==> config.mk <==
export PLATFORM = sky130hd
export DESIGN_NAME = uart_rx
export DESIGN_NICKNAME = d
export VERILOG_FILES = /design/src/rtl/uart_pkg.sv /design/src/rtl/uart_rx_fifo.sv /design/src/rtl/uart_rx.sv
export SDC_FILE = /design/constraint.sdc
export NUM_CORES = 1
export LEC_CHECK = 0
export ABC_AREA = 1
export CAP_MARGIN = 20
export CORE_ASPECT_RATIO = 1.2
export CORE_MARGIN = 4
export CORE_UTILIZATION = 40
export CTS_CLUSTER_SIZE = 28
export DETAILED_ROUTE_END_ITERATION = 16
export HOLD_SLACK_MARGIN = 0.12
export PLACE_DENSITY = 0.64
export RECOVER_POWER = 50
export SYNTH_ARGS = -nofsm -noshare
export SYNTH_HDL_FRONTEND = slang
export SYNTH_HIERARCHICAL = 1
export SYNTH_SLANG_ARGS = --single-unit
==> constraint.sdc <==
create_clock -name clk_i -period 5.1 [get_ports clk_i]
set_clock_uncertainty 0.05 [all_clocks]
set_input_delay 1.02 -clock clk_i [delete_from_list [all_inputs] [get_ports clk_i]]
set_output_delay 1.02 -clock clk_i [all_outputs]
set_load 0.005 [all_outputs]
==> src/rtl/uart_pkg.sv <==
// Shared UART definitions: receiver FSM states, frame width and the default
// baud divisor used by both uart_rx and uart_tx.
package uart_pkg;

  localparam int UART_DATA_BITS = 8;

  // 16 clocks per bit (divisor holds clocks-per-bit minus one).
  localparam int unsigned UART_DEFAULT_DIV = 15;

  typedef enum logic [1:0] {
    IDLE  = 2'd0,
    START = 2'd1,
    DATA  = 2'd2,
    STOP  = 2'd3
  } uart_rx_state_e;

endpackage

==> src/rtl/uart_rx_fifo.sv <==
// First-word-fall-through receive FIFO; data_o always shows the oldest entry.
// A push while full is accepted only when a pop happens in the same cycle.
module uart_rx_fifo #(
  parameter int WIDTH = 8,
  parameter int DEPTH = 4
) (
  input  logic             clk_i,
  input  logic             rst_i,
  input  logic             push_i,
  input  logic [WIDTH-1:0] data_i,
  input  logic             pop_i,
  output logic [WIDTH-1:0] data_o,
  output logic             full_o,
  output logic             empty_o
);

  localparam int AW = $clog2(DEPTH);

  logic [WIDTH-1:0] mem_q [DEPTH];
  logic [AW:0]      wr_ptr_q;
  logic [AW:0]      rd_ptr_q;
  logic             do_push;
  logic             do_pop;

  // Extra pointer MSB distinguishes full from empty when the indices match.
  assign empty_o = (wr_ptr_q == rd_ptr_q);
  assign full_o  = (wr_ptr_q[AW] != rd_ptr_q[AW]) &&
                   (wr_ptr_q[AW-1:0] == rd_ptr_q[AW-1:0]);
  assign do_push = push_i && (!full_o || pop_i);
  assign do_pop  = pop_i && !empty_o;
  assign data_o  = mem_q[rd_ptr_q[AW-1:0]];

  always_ff @(posedge clk_i) begin
    if (rst_i) begin
      wr_ptr_q <= '0;
      rd_ptr_q <= '0;
    end else begin
      if (do_push) wr_ptr_q <= wr_ptr_q + (AW+1)'(1);
      if (do_pop)  rd_ptr_q <= rd_ptr_q + (AW+1)'(1);
    end
  end

  always_ff @(posedge clk_i) begin
    if (do_push) mem_q[wr_ptr_q[AW-1:0]] <= data_i;
  end

endmodule

==> src/rtl/uart_rx.sv <==
// 8N1 UART receiver with mid-bit sampling and a valid/ready output buffer.
// Define UART_RX_FIFO_EN for a FIFO_DEPTH-entry FIFO; otherwise a single holding register.
module uart_rx
  import uart_pkg::*;
#(
  parameter int DIV_WIDTH  = 16,
  parameter int FIFO_DEPTH = 4
) (
  input  logic                      clk_i,
  input  logic                      rst_i,
  input  logic                      rx_i,
  input  logic [DIV_WIDTH-1:0]      baud_div_i,
  output logic [UART_DATA_BITS-1:0] data_o,
  output logic                      valid_o,
  input  logic                      ready_i,
  output logic                      frame_err_o,
  output logic                      overrun_o,
  output logic                      busy_o
);

  // Handshake: a byte moves out on every cycle where valid_o && ready_i;
  // data_o is held while valid_o is high and ready_i is low.

  localparam int BIT_W = $clog2(UART_DATA_BITS);
  localparam logic [BIT_W-1:0] LAST_BIT = BIT_W'(UART_DATA_BITS - 1);

  logic rx_meta_q, rx_s_q, rx_q;

  uart_rx_state_e             state_q, state_d;
  logic [DIV_WIDTH-1:0]       cnt_q, cnt_d;
  logic [DIV_WIDTH-1:0]       div_q, div_d;
  logic [BIT_W-1:0]           bit_idx_q, bit_idx_d;
  logic [UART_DATA_BITS-1:0]  shift_q, shift_d;
  logic                       frame_err_q, frame_err_d;
  logic                       overrun_q;
  logic                       push_req;

  logic                       pop;
  logic                       buf_full;
  logic                       buf_empty;
  logic [UART_DATA_BITS-1:0]  buf_head;
  logic                       push_ok;

  always_ff @(posedge clk_i) begin
    if (rst_i) begin
      rx_meta_q <= 1'b1;
      rx_s_q    <= 1'b1;
      rx_q      <= 1'b1;
    end else begin
      rx_meta_q <= rx_i;
      rx_s_q    <= rx_meta_q;
      rx_q      <= rx_s_q;
    end
  end

  always_ff @(posedge clk_i) begin
    if (rst_i) begin
      state_q     <= IDLE;
      cnt_q       <= '0;
      div_q       <= '0;
      bit_idx_q   <= '0;
      shift_q     <= '0;
      frame_err_q <= 1'b0;
      overrun_q   <= 1'b0;
    end else begin
      state_q     <= state_d;
      cnt_q       <= cnt_d;
      div_q       <= div_d;
      bit_idx_q   <= bit_idx_d;
      shift_q     <= shift_d;
      frame_err_q <= frame_err_d;
      overrun_q   <= push_req && buf_full && !pop;
    end
  end

  always_comb begin
    state_d     = state_q;
    cnt_d       = cnt_q;
    div_d       = div_q;
    bit_idx_d   = bit_idx_q;
    shift_d     = shift_q;
    frame_err_d = 1'b0;
    push_req    = 1'b0;
    unique case (state_q)
      IDLE: begin
        // Edge-triggered so a line held low (break) cannot restart a frame.
        if (rx_q && !rx_s_q) begin
          state_d = START;
          div_d   = baud_div_i;
          cnt_d   = baud_div_i >> 1;
        end
      end
      START: begin
        if (cnt_q == '0) begin
          if (rx_s_q) begin
            state_d = IDLE;
          end else begin
            state_d   = DATA;
            cnt_d     = div_q;
            bit_idx_d = '0;
          end
        end else begin
          cnt_d = cnt_q - DIV_WIDTH'(1);
        end
      end
      DATA: begin
        if (cnt_q == '0) begin
          shift_d = {rx_s_q, shift_q[UART_DATA_BITS-1:1]};
          cnt_d   = div_q;
          if (bit_idx_q == LAST_BIT) begin
            state_d = STOP;
          end else begin
            bit_idx_d = bit_idx_q + BIT_W'(1);
          end
        end else begin
          cnt_d = cnt_q - DIV_WIDTH'(1);
        end
      end
      STOP: begin
        if (cnt_q == '0) begin
          state_d = IDLE;
          if (rx_s_q) push_req    = 1'b1;
          else        frame_err_d = 1'b1;
        end else begin
          cnt_d = cnt_q - DIV_WIDTH'(1);
        end
      end
      default: state_d = IDLE;
    endcase
  end

  assign pop     = !buf_empty && ready_i;
  assign push_ok = push_req && (!buf_full || pop);

`ifdef UART_RX_FIFO_EN
  uart_rx_fifo #(
    .WIDTH (UART_DATA_BITS),
    .DEPTH (FIFO_DEPTH)
  ) u_fifo (
    .clk_i   (clk_i),
    .rst_i   (rst_i),
    .push_i  (push_ok),
    .data_i  (shift_q),
    .pop_i   (pop),
    .data_o  (buf_head),
    .full_o  (buf_full),
    .empty_o (buf_empty)
  );
`else
  logic [UART_DATA_BITS-1:0] hold_q;
  logic                      hold_v_q;

  always_ff @(posedge clk_i) begin
    if (rst_i) begin
      hold_q   <= '0;
      hold_v_q <= 1'b0;
    end else if (push_ok) begin
      hold_q   <= shift_q;
      hold_v_q <= 1'b1;
    end else if (pop) begin
      hold_v_q <= 1'b0;
    end
  end

  assign buf_head  = hold_q;
  assign buf_full  = hold_v_q;
  assign buf_empty = !hold_v_q;
`endif

  assign valid_o     = !buf_empty;
  assign data_o      = buf_empty ? '0 : buf_head;
  assign frame_err_o = frame_err_q;
  assign overrun_o   = overrun_q;
  assign busy_o      = (state_q != IDLE);

endmodule

Word level (Yosys, flattened, before mapping) --
Cells that the tools add are included.
Cells by class: mux-type cells 25, equality and inequality tests 13, reductions and logical operators 20, bitwise gates (word level) 2, add/sub/neg operators 2
Operators by type and width (count):
- $mux W16 | 5
- $pmux W16 S4 | 1
- $logic_not A16 Y1 | 1
- $ne A2 B2 Y1 const B | 8
- $sub A16 B1 Y16 const B | 1
- $mux W2 | 6
- $mux W3 | 4
- $reduce_and A5 Y1 | 2
- $mux W8 | 1
- $pmux W2 S4 | 1
- $mux W1 | 6
- $pmux W3 S2 | 1
- $reduce_bool A2 Y1 | 3
- $logic_and A1 B1 Y1 | 5
- $eq A2 B2 Y1 const B | 2
- $reduce_and A2 Y1 | 2
- $add A3 B1 Y3 const B | 1
- $eq A3 B3 Y1 const B | 1
- $logic_not A1 Y1 | 3
- $ne A3 B3 Y1 const B | 1
- $reduce_and A3 Y1 | 1
- $reduce_or A3 Y1 | 1
- $eq A2 B1 Y1 const B | 1
- $logic_not A2 Y1 | 1
- other kinds (2) | 3
Word-level totals: flip-flop bits (word level) 59, word-level logic and storage cells 74, bits of input ports 20

Longest topological paths before layout --
Gate-level depths: netlist of run 1.
depth after elaboration 5, depth in mapped cells 15, depth with buffers taken out 13

Worst setup path after synthesis of run 1 --
No wires, ideal clock.
path kind register to output, start register state_q[0], end output busy_o, setup slack 2.701 ns, cell stages (with the launch flop) 7, arrival 1.329 ns, data required time 4.030 ns, cell sequence dfxtp_1 -> inv_1 -> ha_1 -> clkbuf_1 -> inv_1 -> clkbuf_1 -> clkbuf_8
On the way: longest elaborated chain between the ends 1
RTL lines:
- start, declared | line uart_rx.sv:29 | uart_rx_state_e state_q, state_d;
- start signal, assigned | line uart_rx.sv:66 | state_q <= state_d;
- $reduce_bool A2 Y1 | line uart_rx.sv:174 | assign busy_o = (state_q != IDLE);
- end, declared | line uart_rx.sv:18 | output logic busy_o
No other way between the ends.

Worst setup path after layout of run 1 --
start input rst_i, end register frame_err_q, in the netlist frame_err_o
On the way: longest elaborated chain between the ends 1
RTL lines:
- start, declared | line uart_rx.sv:10 | input logic rst_i,
- $reduce_or A3 Y1 (no source line)
- end signal, assigned | line uart_rx.sv:71 | frame_err_q <= frame_err_d;
- end, declared | line uart_rx.sv:34 | logic frame_err_q, frame_err_d;
No other way between the ends. A chain may end at the register's enable or synchronous reset.

==> impl_metrics.py, run 1 <==
metrics = {
    "pwr": {
        "p_int_mw": 1.05,
        "pwr-share-seq": 0.323,
        "powerDensity_nw_per_um2": 422,
        "p_leak_nw": 1.69,
        "swShare": 0.354,
        "clockPowerShare": 0.347,
        "p_sw_mw": 0.577,
        "p_comb_frac": 0.330,
        "vdd_drop_max_mv": 0.186,
    },
    "critical_path": {
        "reg2reg_to": "cnt_q[4]",
        "end_kind": "register",
        "arrival_ns": 3.86,
        "crit_fanout": 35,
        "reg2reg_from": "state_q[0]",
        "cp-start-kind": "input port",
        "worstRegToRegCells": 11,
        "path_class": "input port to register",
        "rrSetupSlack_ns": 2.71,
        "critPathRequiredTime_ns": 5.27,
    },
    "cts": {
        "postCtsHoldBufs": 0,
        "cts_buffers": 9,
        "clock_latency_ns": 0.34,
        "post_cts_buffers": 0,
        "cts_root_buf": "clkbuf_8",
        "cts.repair.resized": 0,
        "cts_max_path_buffers": 2,
        "htreeDepth": 3,
        "clk_pin_slew_ns": 0.07,
        "numClockSinks": 59,
        "tritoncts": "done",
    },
    "floorplan": {
        "die_w_um": 90.7,
        "core_um2": 7840,
        "rows": 35,
        "die_h_um": 107,
        "fp.dieArea_um2": 9730,
        "ios": 32,
        "start_util": 0.419,
    },
    "placement": {
        "place_hpwl_um": 5450,
        "gp_congestion": 0.865,
        "dpl.cell_count": 578,
        "dp_slack_ns": 2.36,
        "placedInstanceArea_um2": 3600,
        "portBuffers": 31,
    },
    "min_path": {
        "hp-start": "rx_meta_q",
        "min_delay_path_depth": 1,
        "hold_end": "rx_s_q",
        "hold_class": "register to register",
    },
    "cells_and_area": {
        "antenna_cells": 0,
        "final_nets": 525,
        "regArea_um2": 1180,
        "stdcell_area_um2": 3860,
        "fillers": 772,
        "final_cell_count_no_fill": 594,
        "area_growth_pct": 17.6,
        "multi_input_area_um2": 1810,
        "drive_gt1_frac": 0.143,
    },
    "outcome": {
        "status": "finished, violations left",
        "violations": "capacitance limit, slew limit",
    },
    "grt": {
        "grt_overflow_total": 0,
        "grt_pass1_vias": 2913,
        "grt_usage": 0.170,
        "antenna_found_initial": 0,
        "grt_start_max_net_pins": 36,
        "grt_pass1_wl_um": 13400,
    },
    "sta": {
        "finalCritPeriodShare": 0.722,
        "tightestPinTransition_ns": 1.73,
        "max-slew-margin-rel": -0.154,
        "setup_violations": 0,
        "fmax_mhz": 271,
        "finalHoldViolCount": 0,
        "maxSlewViolCount": 36,
        "finalSetupTns_ns": 0,
        "fin_ws_ns": 1.42,
        "rsz0062_at_grt": "false",
        "timing.final.crit_period_ns": 3.68,
    },
    "synth": {
        "ys.flop_type": "dfxtp_1",
        "synth-warning-count": 6,
        "synth-seq-cells": 59,
        "synth_edf_count": 0,
        "ys_async_sr_fraction": 0,
        "synth_top_area_share": 0.360,
        "ys_types": 35,
        "yosysMostFrequentCell": "nand2_1",
        "netlist_area_um2": 3280,
        "synth_top_cell_by_area": "dfxtp_1",
        "synth_area_per_cell_um2": 6.94,
        "synth_common_cells": "nand2_1 (102), nor2_1 (73), dfxtp_1 (59)",
        "syn_inst": 473,
        "syn_nets": 501,
        "synth_area_leaders": "dfxtp_1 (36%), nand2_1 (12%), nor2_1 (8.3%)",
        "synth_seq_area_share": 0.360,
    },
    "drt": {
        "first_iter_violations": 131,
        "avgRoutedWirePerCell_um": 13.0,
        "drc_errors": 0,
        "wirelength_um": 7720,
        "vias": 3013,
        "drt-vias-per-instance": 5.07,
        "dr.pass1.iters": 4,
        "drt.antenna.violating_nets": 0,
    },
    "flow_run": {
        "cap_viol_max_count": 1,
    },
}
## power by group through the flow
| stage | Combinational, mW | Clock, mW | Sequential (mW) |
|---|---|---|---|
| 2_1_floorplan | 0.448 | 0 | 0.526 |
| 3_3_place_gp | 0.532 | 0 | 0.536 |
| 3_5_place_dp | 0.536 | 0 | 0.536 |
| 4_1_cts | 0.541 | 0.577 | 0.526 |
| 5_1_grt | 0.616 | 0.601 | 0.532 |
| 6_report | 0.539 | 0.566 | 0.527 |
## critical path, stage by stage
cell	delay, ns
clkdlybuf4s50_1	0.45
clkbuf_1	1.24
inv_1	0.79
nand2_1	0.26
nor3_1	0.08
## registers in the layout (all words and copies together) (netlist names), named ones only
name,flops
rx_q,1
rx_meta_q,1
valid_o,1
div_q,16
frame_err_o,1
cnt_q,16
state_q,1
rx_s_q,1
buf_head,8
bit_idx_q,3
shift_q,8
overrun_o,1
## per-layer routing
| layer | GRT usage | wire, um |
|---|---|---|
| met2 | 0.286 | 3730 |
| met1 | 0.202 | 3320 |
| met4 | 0.0832 | 232 |
| met3 | 0.0428 | 428 |
| met5 | 0 | 0 |
## stage by stage
stage | total power [mW] | util | hold WS, ns
after floorplan | 0.975 | - | 0.339
after global placement | 1.07 | 0.460 | 0.350
after detailed placement | 1.07 | 0.460 | 0.358
after CTS | 1.64 | 0.493 | 0.381
after global routing | 1.75 | 0.493 | 0.409
final | 1.63 | 0.493 | 0.378
## cell usage in the layout (no fill, tap or decap), drive strengths merged
| cell | n |
|---|---|
| a211oi | 1 |
| a21boi | 1 |
| a21oi | 40 |
| a221oi | 3 |
| a32oi | 2 |
| and2 | 1 |
| and3 | 1 |
| buf | 2 |
| bufinv | 4 |
| clkbuf | 10 |
| clkdlybuf4s50 | 29 |
| clkinv | 3 |
| dfxtp | 59 |
| dlygate4sd3 | 2 |
| ha | 8 |
| inv | 45 |
| nand2 | 120 |
| nand3 | 35 |
| nand4 | 2 |
| nor2 | 79 |
| nor3 | 10 |
| o21ai | 28 |
| or2 | 7 |
| xnor2 | 2 |
| xor2 | 8 |
## cells by family after synthesis
logic type	after synthesis	synth area share
AO/OA/AOI/OAI	75	0.132
XOR/XNOR	10	0.0267
adder cells (fa/ha/maj)	8	0.0305
buffers and inverters	66	0.0903
flip-flops	59	0.360
AND/OR/NAND/NOR	255	0.361
## cell type report
cell class	instances	share of cell area
Sequential cell	59	0.306
Clock inverter	7	0.0360
Multi-Input combinational cell	348	0.467
Clock buffer	9	0.0321
Tap cell	92	0.0298
Timing Repair Buffer	34	0.0852
Inverter	45	0.0437
## worst max-delay path by stage
stage	from	end	slack [ns]	cells past startpoint
after detailed placement	rst_i	frame_err_o	2.36	5
after global placement	rst_i	frame_err_o	2.40	5
final	rst_i	frame_err_o	1.42	5
after floorplan	state_q[0]	busy_o	2.70	6
after global routing	rst_i	frame_err_o	1.09	5
after CTS	state_q[0]	busy_o	2.18	5
(Power assumes the default switching activity.)
==> run 2: changes to the inputs <==
==> constraint.sdc (replaced) <==
create_clock -name clk_i -period 3.7 [get_ports clk_i]
set_clock_uncertainty 0.05 [all_clocks]
set_input_delay 0.74 -clock clk_i [delete_from_list [all_inputs] [get_ports clk_i]]
set_output_delay 0.74 -clock clk_i [all_outputs]
set_load 0.005 [all_outputs]
==> impl_metrics.py, run 2 (synthesis results as in run 1) <==
metrics = {
    "placement": {
        "portBuffers": 31,
        "place_hpwl_um": 5590,
        "gp_congestion": 0.869,
    },
    "cts": {
        "cts_max_path_buffers": 2,
        "htreeDepth": 3,
        "cts_root_buf": "clkbuf_8",
        "postCtsHoldBufs": 0,
        "clock_latency_ns": 0.35,
        "cts.repair.resized": 0,
        "post_cts_buffers": 0,
        "clk_pin_slew_ns": 0.08,
        "cts_buffers": 9,
        "tritoncts": "done",
        "numClockSinks": 59,
    },
    "floorplan": {
        "rows": 35,
        "core_um2": 7840,
        "ios": 32,
        "start_util": 0.419,
        "fp.dieArea_um2": 9730,
        "die_h_um": 107,
        "die_w_um": 90.7,
    },
    "outcome": {
        "status": "finished, violations left",
        "violations": "capacitance limit, slew limit",
    },
    "cells_and_area": {
        "final_util": 0.484,
        "reg_top3": "cnt_q: 16 flops, div_q: 16 flops",
        "mostFrequentLayoutCells": "nand2_1 (102), nor2_1 (75), dfxtp_1 (59)",
        "final_nets": 525,
        "drive_gt1_frac": 0.129,
        "fillers": 793,
        "antenna_cells": 0,
        "area_growth_pct": 15.5,
        "final_common_cell": "nand2_1",
    },
    "pwr": {
        "vdd_drop_max_mv": 0.217,
        "powerDensity_nw_per_um2": 561,
        "p_leak_nw": 1.67,
    },
    "sta": {
        "setup_violations": 0,
        "max-slew-margin-rel": -0.207,
        "timing.final.crit_period_ns": 2.65,
        "fmax_mhz": 378,
        "rsz0062_at_grt": "false",
        "finalSetupTns_ns": 0,
        "finalHoldViolCount": 0,
        "finalCritPeriodShare": 0.715,
        "tightestPinTransition_ns": 1.81,
        "maxSlewViolCount": 35,
    },
    "min_path": {
        "hold_end": "rx_s_q",
        "min_delay_path_depth": 1,
        "hold_class": "register to register",
        "hp-start": "rx_meta_q",
    },
    "drt": {
        "dr.pass1.iters": 5,
        "wirelength_um": 7820,
        "vias": 3038,
        "drc_errors": 0,
        "drt.antenna.violating_nets": 0,
        "first_iter_violations": 194,
        "avgRoutedWirePerCell_um": 13.2,
        "drt-vias-per-instance": 5.11,
    },
    "critical_path": {
        "critPathRequiredTime_ns": 3.81,
        "reg2reg_from": "cnt_q[0]",
        "rrSetupSlack_ns": 1.21,
        "cp_cell_sequence": "dlygate4sd3_1 > clkbuf_1 > nor3_1",
        "cp-start-kind": "input port",
        "cpPeakStageDelay_ns": 1.31,
        "worstRegToRegCells": 10,
        "slowest_stage": "clkbuf_1",
        "arrival_ns": 2.76,
        "reg2reg_to": "bit_idx_q[2]",
        "path_class": "input port to register",
        "end_kind": "register",
        "crit_fanout": 34,
    },
    "grt": {
        "grt_overflow_total": 0,
        "grt_pass1_vias": 2860,
        "grt_pass1_wl_um": 13300,
        "grt_usage": 0.167,
        "antenna_found_initial": 0,
        "grt_start_max_net_pins": 35,
    },
    "flow_run": {
        "cap_viol_max_count": 1,
    },
}
## run 2: changes by cell type in the layout (fill, tap and decap cells not counted), sizes merged
cell           previous run  this run
dlygate4sd3               2         3
clkinv                    3         5
clkdlybuf4s50            29        28
bufinv                    4         2
## run 2: metal layers
metal,up-vias,part of all wire,track usage
met1,1394,0.45,0.208
met3,12,0.054,0.0393
met5,-,0,0
met2,79,0.48,0.286
met4,0,0.014,0.0503
li1,1553,-,-
## run 2: area by class of cell
class	count	area (um2)	share of cell area
clock buffers	9	124	0.0327
clock inverters	7	100	0.0264
inverters	45	169	0.0445
multi-input cells	348	1770	0.468
flip-flops and latches	59	1180	0.311
well taps	92	115	0.0304
repair buffers	34	329	0.0868
## run 2: worst max-delay path by stage
stage / start / end / cells past startpoint
final: rst_i / overrun_o / 3
after global routing: rst_i / overrun_o / 3
after CTS: state_q[0] / busy_o / 5
after detailed placement: state_q[0] / cnt_q[4] / 11
after global placement: state_q[0] / cnt_q[1] / 11
after floorplan: state_q[0] / busy_o / 6
## run 2: power breakdown
part           leakage (nW)  switching (mW)  internal, mW
Combinational          1.07           0.480         0.256
Sequential            0.479          0.0474         0.678
Clock                 0.114           0.281         0.383
## run 2: critical path, delay by kind of cell
| kind | cells | cell delay, ns |
|---|---|---|
| buffers and inverters | 2 | 1.86 |
| and+or+nand+nor | 1 | 0.15 |
## run 2: stage by stage
step / area [um2] / std cells / hold WS (ns) / worst slack (ns) / power, mW
2_1_floorplan: 3280 / 473 / 0.339 / 1.58 / 1.34
3_3_place_gp: 3600 / 578 / 0.347 / 1.48 / 1.47
3_5_place_dp: 3600 / 578 / 0.356 / 1.36 / 1.48
4_1_cts: 3830 / 594 / 0.372 / 1.07 / 2.15
5_1_grt: 3790 / 594 / 0.379 / 0.829 / 2.27
6_report: 3790 / 594 / 0.370 / 1.05 / 2.13
